File: src/rtl/monster_sprite_arbiter_pkg.sv
// monster_pkg: shared types and constants for the slug sprite ROM arbiter.
//
// Contents:
//   SPRITE_W / SPRITE_H / SPRITE_WORDS  sprite geometry (22x22 = 484 words)
//   COL_W / ROW_W / PIX_W / RSP_ID_W    field widths used on the response bus
//   arb_state_t                         arbiter FSM states (IDLE, BURST)
//   pixel_rsp_t                         one tagged pixel on the response bus
package monster_pkg;

  localparam int SPRITE_W     = 22;
  localparam int SPRITE_H     = 22;
  localparam int SPRITE_WORDS = SPRITE_W * SPRITE_H;
  localparam int COL_W        = 5;
  localparam int ROW_W        = 5;
  localparam int PIX_W        = 4;
  localparam int RSP_ID_W     = 3;

  typedef enum logic {
    IDLE  = 1'b0,
    BURST = 1'b1
  } arb_state_t;

  typedef struct packed {
    logic                valid;
    logic [RSP_ID_W-1:0] id;
    logic [COL_W-1:0]    col;
    logic [PIX_W-1:0]    data;
    logic                last;
  } pixel_rsp_t;

endpackage

File: src/rtl/monster_sprite_arbiter_rr_picker.sv
// rr_picker: combinational round-robin selector.
//
// Ports:
//   req     in   NUM_REQ  request vector
//   ptr     in   ID_W     index that has highest priority this round
//   winner  out  NUM_REQ  one-hot winner (all zero when no request)
//   index   out  ID_W     encoded winner index
//   any     out  1        at least one request is pending
module rr_picker #(
  parameter int NUM_REQ = 8,
  parameter int ID_W    = 3
) (
  input  logic [NUM_REQ-1:0] req,
  input  logic [ID_W-1:0]    ptr,
  output logic [NUM_REQ-1:0] winner,
  output logic [ID_W-1:0]    index,
  output logic               any
);

  logic            found;
  logic [ID_W-1:0] slot;

  // Walk the requesters starting at ptr and wrapping; the first one found wins.
  always_comb begin
    winner = '0;
    index  = '0;
    found  = 1'b0;
    slot   = '0;
    for (int i = 0; i < NUM_REQ; i++) begin
      slot = ID_W'((int'(ptr) + i) % NUM_REQ);
      if (!found && req[slot]) begin
        found        = 1'b1;
        winner[slot] = 1'b1;
        index        = slot;
      end
    end
  end

  assign any = |req;

endmodule

File: src/rtl/monster_sprite_arbiter.sv
// monster_sprite_arbiter: shares one read port of the slug sprite palette ROM
// among NUM_REQ monster render engines. Each grant streams one full sprite row
// (SPRITE_W addresses) into the ROM; returned pixels are tagged with requester
// id and column.
//
// Optional build macro: MONSTER_ARB_ROW_CHECK_EN
//   defined   - rows >= SPRITE_H still burst 22 pixels, but rom_addr is held
//               at 0 and rsp_data is forced to 0 (transparent).
//   undefined - no row check; the raw address goes to the ROM.
//
// Ports:
//   clk        in   1            system clock
//   rst_n      in   1            asynchronous active-low reset
//   req        in   NUM_REQ      level row-fetch requests
//   req_row    in   NUM_REQ*5    row index per requester, [5i+4:5i]
//   gnt        out  NUM_REQ      one-hot, one-cycle grant pulse
//   busy       out  1            burst in progress
//   rom_addr   out  ADDR_W       ROM read address
//   rom_data   in   4            ROM data, one cycle after rom_addr
//   rsp_valid  out  1            pixel response valid
//   rsp_id     out  ID_W         owner of the pixel
//   rsp_col    out  5            pixel column
//   rsp_data   out  4            palette index
//   rsp_last   out  1            last column of the row
module monster_sprite_arbiter
  import monster_pkg::*;
#(
  parameter int NUM_REQ = 8,
  parameter int ADDR_W  = 19,
  parameter int ID_W    = 3
) (
  input  logic                     clk,
  input  logic                     rst_n,
  input  logic [NUM_REQ-1:0]       req,
  input  logic [NUM_REQ*ROW_W-1:0] req_row,
  output logic [NUM_REQ-1:0]       gnt,
  output logic                     busy,
  output logic [ADDR_W-1:0]        rom_addr,
  input  logic [PIX_W-1:0]         rom_data,
  output logic                     rsp_valid,
  output logic [ID_W-1:0]          rsp_id,
  output logic [COL_W-1:0]         rsp_col,
  output logic [PIX_W-1:0]         rsp_data,
  output logic                     rsp_last
);

  arb_state_t        state;
  logic [ID_W-1:0]   rr_ptr;
  logic [ID_W-1:0]   cur_id;
  logic [COL_W-1:0]  col;
  logic              oob_q;

  logic              rsp_valid_q;
  logic [ID_W-1:0]   rsp_id_q;
  logic [COL_W-1:0]  rsp_col_q;
  logic              rsp_last_q;
  logic              rsp_oob_q;

  logic [NUM_REQ-1:0] win_onehot;
  logic [ID_W-1:0]    win_idx;
  logic               win_any;
  logic [ROW_W-1:0]   win_row;
  logic [ADDR_W-1:0]  win_base;
  logic [ID_W-1:0]    next_ptr;
  logic               win_oob;
  logic               last_col;
  pixel_rsp_t         rsp;

  rr_picker #(
    .NUM_REQ (NUM_REQ),
    .ID_W    (ID_W)
  ) u_picker (
    .req    (req),
    .ptr    (rr_ptr),
    .winner (win_onehot),
    .index  (win_idx),
    .any    (win_any)
  );

  // One-hot mux of the winner's row; avoids a variable part-select.
  always_comb begin
    win_row = '0;
    for (int i = 0; i < NUM_REQ; i++) begin
      if (win_onehot[i]) begin
        win_row = req_row[i*ROW_W +: ROW_W];
      end
    end
  end

  assign win_base = ADDR_W'(win_row) * ADDR_W'(SPRITE_W);
  assign next_ptr = (win_idx == ID_W'(NUM_REQ - 1)) ? '0 : win_idx + ID_W'(1);
  assign last_col = (col == COL_W'(SPRITE_W - 1));

`ifdef MONSTER_ARB_ROW_CHECK_EN
  assign win_oob = (win_row >= ROW_W'(SPRITE_H));
`else
  assign win_oob = 1'b0;
`endif

  // Arbiter FSM plus the one-stage response pipeline that lines the tags up
  // with the ROM's registered read data.
  always_ff @(posedge clk or negedge rst_n) begin
    if (!rst_n) begin
      state       <= IDLE;
      rr_ptr      <= '0;
      cur_id      <= '0;
      col         <= '0;
      oob_q       <= 1'b0;
      gnt         <= '0;
      busy        <= 1'b0;
      rom_addr    <= '0;
      rsp_valid_q <= 1'b0;
      rsp_id_q    <= '0;
      rsp_col_q   <= '0;
      rsp_last_q  <= 1'b0;
      rsp_oob_q   <= 1'b0;
    end else begin
      gnt <= '0;
      case (state)
        IDLE: begin
          if (win_any) begin
            state    <= BURST;
            cur_id   <= win_idx;
            gnt      <= win_onehot;
            col      <= '0;
            busy     <= 1'b1;
            oob_q    <= win_oob;
            rom_addr <= win_oob ? '0 : win_base;
            rr_ptr   <= next_ptr;
          end
        end
        BURST: begin
          if (last_col) begin
            state <= IDLE;
            busy  <= 1'b0;
          end else begin
            col <= col + COL_W'(1);
            if (!oob_q) begin
              rom_addr <= rom_addr + ADDR_W'(1);
            end
          end
        end
        default: state <= IDLE;
      endcase

      rsp_valid_q <= busy;
      rsp_id_q    <= cur_id;
      rsp_col_q   <= col;
      rsp_last_q  <= busy && last_col;
      rsp_oob_q   <= busy && oob_q;
    end
  end

  // rom_data arrives in the response cycle, so it is not registered here.
  always_comb begin
    rsp.valid = rsp_valid_q;
    rsp.id    = RSP_ID_W'(rsp_id_q);
    rsp.col   = rsp_col_q;
    rsp.data  = (rsp_valid_q && !rsp_oob_q) ? rom_data : '0;
    rsp.last  = rsp_last_q;
  end

  assign rsp_valid = rsp.valid;
  assign rsp_id    = ID_W'(rsp.id);
  assign rsp_col   = rsp.col;
  assign rsp_data  = rsp.data;
  assign rsp_last  = rsp.last;

endmodule
File: config.mk
export PLATFORM = sky130hd
export DESIGN_NAME = monster_sprite_arbiter
export DESIGN_NICKNAME = d
export VERILOG_FILES = /design/src/rtl/monster_sprite_arbiter_pkg.sv /design/src/rtl/monster_sprite_arbiter_rr_picker.sv /design/src/rtl/monster_sprite_arbiter.sv
export SDC_FILE = /design/constraint.sdc
export NUM_CORES = 1
export LEC_CHECK = 0
export CAP_MARGIN = 25
export CORE_MARGIN = 2
export CORE_UTILIZATION = 30
export DETAILED_ROUTE_END_ITERATION = 8
export GPL_TIMING_DRIVEN = 0
export PLACE_DENSITY = 0.53
export SLEW_MARGIN = 20
export SYNTH_ARGS = -nofsm -noshare
export SYNTH_HDL_FRONTEND = slang
export SYNTH_SLANG_ARGS = --single-unit
File: constraint.sdc
create_clock -name clk -period 17.5 [get_ports clk]
set_input_delay 2.625 -clock clk [delete_from_list [all_inputs] [get_ports clk]]
set_output_delay 2.625 -clock clk [all_outputs]
set_load 0.02 [all_outputs]
==> results.cfg, run 1 <==
[floorplanning]
start_util_pct = 30.8
die_x_um = 135
rows = 47
dieArea_mm2 = 0.0182
pin_count = 96
fp.coreArea_mm2 = 0.0166
die_h_um = 135

[clock_network]
clk_latency_ns = 0.29
cts.repair.resized = 0
numCtsBuffers = 5
cts_tree = built
htreeDepth = 2
cts_buffer_depth = 2
clock-root-buffer = clkbuf_16
clkTransAtPathRegs_ns = 0.06
cts-hold-fix-buffers = 0
cts_setup_buffers = 0
cts.sinks = 50

[timing]
hold_violations = 0
hold_ws_ns = 0.383
fin_setup_tns_ns = 0
finClkSkew_ns = 0.00289
fin_crit_sh_pct = 48.7
setup_viol = 0
maxSlewHeadroom_pct = 31.7
finalMaxSlewViolations = 0
rsz0062_at_grt = no
final.min_clock_period_ns = 8.53
worstMarginPinSlew_ns = 1.02
max_freq_mhz = 117

[routing]
ant_nets = 0
first_pass_iters = 5
wl_per_cell_um = 20.3
routed_wl_mm = 17.8
via_per_inst = 5.81
num_vias = 5091
first_iter_violations = 477
drc = 0

[yosys]
synth_seq_cells = 50
synth-main-ff-cell = dfrtp_1
syn_nets = 635
synth_edf_count = 0
yosysWarningCount = 0
synthArstFlopShare_pct = 100
synth_area_per_cell_um2 = 9.25
syn-cell-area_mm2 = 0.00513
synthCells = 555
ys_seq_area_share_pct = 24.4
synth.distinct_cells = 99

[critical_path]
critical_path_required_ns = 17.67
cp-start-kind = input pin
endpoint_kind = flop
crit_arrival_ns = 8.70
critPathMaxFanout = 10
critical_path_class = in2reg
r2r.worst_path.cells = 26

[place]
dp_cells = 869
place_congestion = 0.927
hpwlAfterDp_mm = 13.7
io_buffers = 94

[cells_and_area]
drive_gt1_share_pct = 16.0
nets = 736
n_antenna_cell = 0
final-seq-area_mm2 = 0.00125
final_core_util_pct = 39.0
syn_to_final_growth_pct = 26.4
nFillCells = 1658
final_cells = 876
multiInputGateArea_mm2 = 0.00352

[global_routing]
grt_max_degree = 51
grt_overflow = 0
grt_pass1_vias = 4895
antenna_found_initial = 0
grt_usage_pct = 19.4
grt_pass1_wl_mm = 28.0

[status]
outcome = completed

[hold_path]
hold_class = reg2reg
hold_path_depth = 0

[flow_run]
drv_cap = 0
==> per-layer routing <==
layer,global-route usage (%),share of wire (%),routed length [um],up-vias
li1,-,-,-,2307
met1,26.0,43,7620,2511
met2,32.8,48,8610,233
met3,2.25,5.8,1040,40
met4,5.91,3.0,542,0
met5,0,0,0,-
==> worst paths after layout <==
check,start,to,slack [ns]
setup / recovery,req[5],rom_addr[8],8.97
hold / removal,cur_id[1],rsp_id[1],0.38
setup reg to reg,rr_ptr[1],rom_addr[8],10.19
hold reg to reg,cur_id[1],rsp_id[1],0.38
max in group asynchronous,rst_n,rsp_id[1],14.74
min in group asynchronous,rst_n,rsp_col[2],2.36
==> state kept, by name, summed over array words and instances, names as in the netlist <==
signal / count
rsp_valid: 1
rom_addr: 19
rr_ptr: 3
rsp_id: 3
state: 1
cur_id: 3
rsp_col: 5
rsp_last: 1
gnt: 8
busy: 1
col: 5
==> cells by family after synthesis <==
group / Yosys count / synth area share (%)
xor gates and xnor gates: 18 / 3.07
and+or+nand+nor: 219 / 23.5
AOI/OAI and AO/OA: 144 / 20.9
DFF: 50 / 24.4
buffers and inverters: 49 / 6.97
adders and majority gates: 26 / 6.63
muxes: 49 / 14.5
==> worst max-delay path, cell delays in order <==
cell,delay (ns)
clkdlybuf4s50_1,0.41
buf_2,0.20
mux2i_1,0.39
nand2_1,0.12
mux4_2,0.50
mux2_4,0.32
buf_6,0.16
nor2_1,0.52
a311oi_4,0.29
and2b_1,0.26
a211oi_1,0.05
o31ai_1,0.24
a311o_1,0.29
ha_1,0.30
fa_1,0.46
ha_1,0.35
a21oi_1,0.24
o21bai_1,0.09
a21oi_1,0.17
xnor2_1,0.16
nor2_1,0.06
o211a_1,0.13
or3_1,0.35
==> Yosys cell counts, types with 3 or more instances <==
cell type / instances / area, um^2
a211oi_1: 7 / 52.6
a211oi_2: 3 / 37.5
a21o_1: 3 / 22.5
a21oi_1: 28 / 140
a22o_1: 3 / 26.3
a22oi_1: 7 / 52.6
a311o_1: 3 / 30.0
a31oi_1: 5 / 31.3
a32oi_1: 4 / 35.0
and2_1: 11 / 68.8
and2b_1: 3 / 22.5
and3_1: 8 / 50.1
buf_2: 8 / 40.0
buf_4: 4 / 30.0
buf_6: 9 / 101
clkbuf_1: 5 / 18.8
clkbuf_8: 5 / 68.8
dfrtp_1: 50 / 1250
ha_1: 24 / 300
inv_1: 13 / 48.8
mux2_2: 7 / 78.8
mux2_4: 4 / 60.1
mux2i_1: 17 / 170
mux2i_2: 5 / 68.8
mux4_2: 13 / 293
nand2_1: 54 / 203
nand2b_1: 3 / 18.8
nand3_1: 20 / 100
nand4_1: 8 / 50.1
nor2_1: 48 / 180
nor2b_1: 5 / 31.3
nor3_1: 10 / 50.1
nor4_1: 4 / 25.0
nor4_2: 3 / 37.5
o21ai_0: 29 / 145
o22ai_1: 8 / 50.1
o31ai_1: 8 / 60.1
or2_2: 3 / 18.8
or3_1: 7 / 43.8
or4_1: 3 / 22.5
xnor2_1: 8 / 70.1
xor2_1: 10 / 87.6
==> through the flow <==
step           area (um^2)  worst slack, ns
4_1_cts               6480             8.96
6_report              6480             8.97
3_3_place_gp          6350             8.74
5_1_grt               6480             8.57
3_5_place_dp          6350             8.66
2_1_floorplan         5130             9.97
==> cell usage in the layout (no fill, tap or decap), drive strengths merged, types with 9 or more instances in the layout <==
master	instances
dfrtp	50
ha	24
buf	24
clkbuf	16
and2	15
nand4	9
and3	9
mux2	11
nor3	12
inv	14
mux2i	23
a211oi	11
nand3	22
a21oi	29
clkdlybuf4s50	93
o21ai	31
xor2	10
nor2	49
mux4	15
nand2	56
==> area by class of cell <==
cell class / instances / area share [%]
inverters: 15 / 0.868
well taps: 220 / 4.24
clock inverters: 2 / 0.212
flip-flops and latches: 50 / 19.3
repair buffers: 94 / 14.5
plain buffers: 34 / 4.65
multi-input cells: 456 / 54.3
clock buffers: 5 / 1.93
Power of run 1 is left out: the tool's default activity adds up to more than one toggle a clock period on the data nets, which glitch-free logic cannot reach.
==> run 2: changes to the inputs <==
--- a/config.mk
+++ b/config.mk
@@ -10,7 +10,7 @@
 export CORE_UTILIZATION = 30
 export DETAILED_ROUTE_END_ITERATION = 8
 export GPL_TIMING_DRIVEN = 0
-export PLACE_DENSITY = 0.53
+export PLACE_DENSITY = 0.55
 export SLEW_MARGIN = 20
 export SYNTH_ARGS = -nofsm -noshare
 export SYNTH_HDL_FRONTEND = slang
==> constraint.sdc (replaced) <==
create_clock -name clk -period 7.4 [get_ports clk]
set_input_delay 1.11 -clock clk [delete_from_list [all_inputs] [get_ports clk]]
set_output_delay 1.11 -clock clk [all_outputs]
set_load 0.02 [all_outputs]
==> results.cfg, run 2 (same netlist as run 1, synthesis figures left out) <==
[status]
outcome = completed

[timing]
maxSlewHeadroom_pct = 37.3
rsz0062_at_grt = no
max_freq_mhz = 142
final.min_clock_period_ns = 7.03
setup_viol = 0
hold_violations = 0
finalMaxSlewViolations = 0
fin_crit_sh_pct = 94.9
finClkSkew_ns = 0.00296
fin_setup_tns_ns = 0
worstMarginPinSlew_ns = 0.940

[floorplanning]
start_util_pct = 30.8
pin_count = 96
dieArea_mm2 = 0.0182
die_x_um = 135
rows = 47
die_h_um = 135
fp.coreArea_mm2 = 0.0166

[routing]
routed_wl_mm = 17.7
ant_nets = 0
wl_per_cell_um = 20.1
num_vias = 5027
drc = 0
first_pass_iters = 5
via_per_inst = 5.71
first_iter_violations = 492

[critical_path]
critical_path_class = reg2reg
cp.buffers_inverters = 6
critPathMaxFanout = 10
crit_arrival_ns = 7.19
max_stage_delay_ns = 0.61
endpoint_kind = flop
timing.reg2reg.setup_slack_ns = 0.37
cpMostUsedCell = ha_1
cp-start-kind = flop
crit_family = compound AO/OA/AOI/OAI gates
crit_path_top_delay_cell = mux4_2
critical_path_required_ns = 7.56

[clock_network]
clkTransAtPathRegs_ns = 0.07
numCtsBuffers = 5
htreeDepth = 2
clk_latency_ns = 0.29
cts_tree = built
cts-hold-fix-buffers = 0
cts_buffer_depth = 2
cts.sinks = 50
clock-root-buffer = clkbuf_16

[cells_and_area]
multiInputGateArea_mm2 = 0.00355
final-seq-area_mm2 = 0.00125
layout_common_cells = 93 x clkdlybuf4s50_1, 53 x nand2_1, 50 x dfrtp_1
final_core_util_pct = 39.4
syn_to_final_growth_pct = 27.6
fin_area_mm2 = 0.00655
nets = 740
final_cells = 880
n_antenna_cell = 0
final_common_cell = clkdlybuf4s50_1
drive_gt1_share_pct = 17.4
nFillCells = 1649
largest_reg_flops = 19
top_regs = rom_addr (19), gnt (8)
largest-register = rom_addr

[global_routing]
antenna_found_initial = 0
grt_max_degree = 51
grt_pass1_wl_mm = 28.0
grt_usage_pct = 19.3
grt_pass1_vias = 4996
grt_overflow = 0

[place]
hpwlAfterDp_mm = 13.7
dp_cells = 869
place_congestion = 0.912
io_buffers = 94
placed_cell_area_mm2 = 0.00635

[flow_run]
drv_cap = 0

[hold_path]
hold_class = reg2reg
[run 2: final timing paths]
check                                to  cells after the start  startpoint
setup / recovery            rom_addr[8]                     28   rr_ptr[0]
min in group asynchronous    rsp_col[3]                      1       rst_n
hold / removal                rsp_id[2]                      0   cur_id[2]
setup reg to reg            rom_addr[8]                     28   rr_ptr[0]
hold reg to reg               rsp_id[2]                      0   cur_id[2]
max in group asynchronous  rom_addr[12]                      1       rst_n
[run 2: stage by stage]
step | setup WS, ns | hold slack [ns]
after floorplan | 1.17 | 0.350
after global placement | -0.0159 | 0.356
final | 0.374 | 0.374
after detailed placement | -0.0311 | 0.361
after global routing | 0.0111 | 0.386
after CTS | 0.0291 | 0.376
[run 2: worst reg2reg max path: cells and delay by family, from the launching register on]
kind	cells	cell delay [ns]
xor+xnor	1	0.16
buf+inv	6	1.10
mux	2	0.91
flops	1	0.40
compound gates	7	1.65
simple gates	8	1.45
fa+ha+maj	4	1.22
[run 2: area by class of cell]
cell class / instances / share of cell area, %
buffer: 33 / 4.57
multi-input combinational: 456 / 54.2
sequential: 50 / 19.1
clock buffer: 5 / 1.91
tap: 220 / 4.20
clock inverter: 2 / 0.210
timing repair buffer: 99 / 14.9
inverter: 15 / 0.860
[run 2: repair_timing]
item,4_1_cts,5_1_grt
buffers inserted,0,5
gates resized for setup,0,9
endpoints found under the hold margin,0,0
endpoints found under the setup margin,0,1
[run 2: layer usage]
metal,GRT usage [%],vias up,share of wire (%)
li1,-,2311,-
met5,0,-,0
met4,6.26,0,2.9
met2,32.9,226,49
met1,25.8,2458,42
met3,1.80,32,5.8
Power of run 2 is left out for the same reason.
==> run 3: changes to the inputs <==
--- a/config.mk
+++ b/config.mk
@@ -6,7 +6,6 @@
 export NUM_CORES = 1
 export LEC_CHECK = 0
 export CAP_MARGIN = 25
-export CORE_MARGIN = 2
 export CORE_UTILIZATION = 30
 export DETAILED_ROUTE_END_ITERATION = 8
 export GPL_TIMING_DRIVEN = 0
==> results.cfg, run 3 (same netlist as run 1, synthesis figures left out) <==
[critical_path]
critPathMaxFanout = 10
cp-start-kind = flop
r2r-start = rr_ptr[0]
critical_path_class = reg2reg
crit_arrival_ns = 7.16
critical_path_required_ns = 7.56
crit_path_top_delay_cell = mux4_2
endpoint_kind = flop
timing.reg2reg.setup_slack_ns = 0.41
max_stage_delay_ns = 0.60
crit_start = rr_ptr[0]
cpMostUsedCell = ha_1

[place]
io_buffers = 94
place_congestion = 0.975
post-place-ws_ns = -0.0218
placed_cell_area_mm2 = 0.00635
hpwlAfterDp_mm = 13.5

[timing]
setup_slack_ns = 0.406
setup_viol = 0
maxSlewHeadroom_pct = 33.1
final.min_clock_period_ns = 6.99
hold_violations = 0
fin_crit_sh_pct = 94.5
finalMaxSlewViolations = 0
rsz0062_at_grt = no
max_freq_mhz = 143
hold_ws_ns = 0.377
worstMarginPinSlew_ns = 0.996
finClkSkew_ns = 0.00389

[cells_and_area]
nets = 738
multiInputGateArea_mm2 = 0.00355
final-seq-area_mm2 = 0.00125
largest-register = rom_addr
largest_reg_flops = 19
layout_common_cells = 93 x clkdlybuf4s50_1, 53 x nand2_1, 50 x dfrtp_1
drive_gt1_share_pct = 16.9
top_regs = rom_addr (19), gnt (8)
n_antenna_cell = 0
syn_to_final_growth_pct = 27.2
final_common_cell = clkdlybuf4s50_1
final_core_util_pct = 39.2
fin_area_mm2 = 0.00653
nFillCells = 1723

[global_routing]
antenna_found_initial = 0
use_met3_pct = 2.61
grt_pass1_wl_mm = 27.6
grt_pass1_vias = 4903
grt.busiest_layer = met2
grt_max_degree = 51
grt_usage_pct = 19.8
met2_usage_pct = 32.2
grt_overflow = 0
grtUsageMet1_pct = 26.2

[clock_network]
htreeDepth = 2
cts_tree = built
numCtsBuffers = 5
cts_buffer_depth = 2
clkTransAtPathRegs_ns = 0.06
cts.sinks = 50
clk_latency_ns = 0.28
clock-root-buffer = clkbuf_16
cts-hold-fix-buffers = 0

[routing]
drc = 0
via_per_inst = 5.75
routed_wl_mm = 17.4
first_pass_iters = 5
first_iter_violations = 377
ant_nets = 0
num_vias = 5046
wl_per_cell_um = 19.9

[floorplanning]
die_h_um = 133
fp.coreArea_mm2 = 0.0166
dieArea_mm2 = 0.0176
pin_count = 96
rows = 47
die_x_um = 133
start_util_pct = 30.8

[hold_path]
hold_class = reg2reg
min_from = cur_id[0]

[flow_run]
drv_cap = 0

[status]
outcome = completed
run 3: cell type report:
type / instances / share of cell area, %
multi-input combinational: 456 / 54.4
clock buffer: 5 / 1.92
tap: 220 / 4.22
clock inverter: 2 / 0.211
sequential: 50 / 19.2
timing repair buffer: 97 / 14.7
buffer: 33 / 4.54
inverter: 15 / 0.862
run 3: stage by stage:
step | instances | setup TNS [ns]
2_1_floorplan | 555 | 0
3_3_place_gp | 869 | -0.0162
3_5_place_dp | 869 | -0.0218
4_1_cts | 876 | 0
5_1_grt | 878 | 0
6_report | 878 | 0
run 3: final timing paths:
check,to,cells past startpoint
setup / recovery,rom_addr[8],28
hold / removal,rsp_id[0],0
setup reg to reg,rom_addr[8],28
hold reg to reg,rsp_id[0],0
max in group asynchronous,gnt[2],1
min in group asynchronous,rom_addr[5],1
run 3: routing by layer:
metal | share of wire (%) | up-vias
li1 | - | 2305
met1 | 43 | 2440
met2 | 47 | 260
met3 | 6.2 | 41
met4 | 3.7 | 0
met5 | 0 | -
run 3: repair_timing:
item                       4_1_cts  5_1_grt
gates resized for setup          0        7
buffers inserted                 0        3
setup endpoints to repair        0        1
run 3: worst max-delay path: cells and delay by family, from the launching register on:
kind            cells  cell delay, ns
compound gates     10            2.11
xor+xnor            1            0.16
fa+ha+maj           4            1.25
buf+inv             6            1.10
flops               1            0.40
mux                 2            0.89
simple gates        5            0.94
Power of run 3 is left out for the same reason.
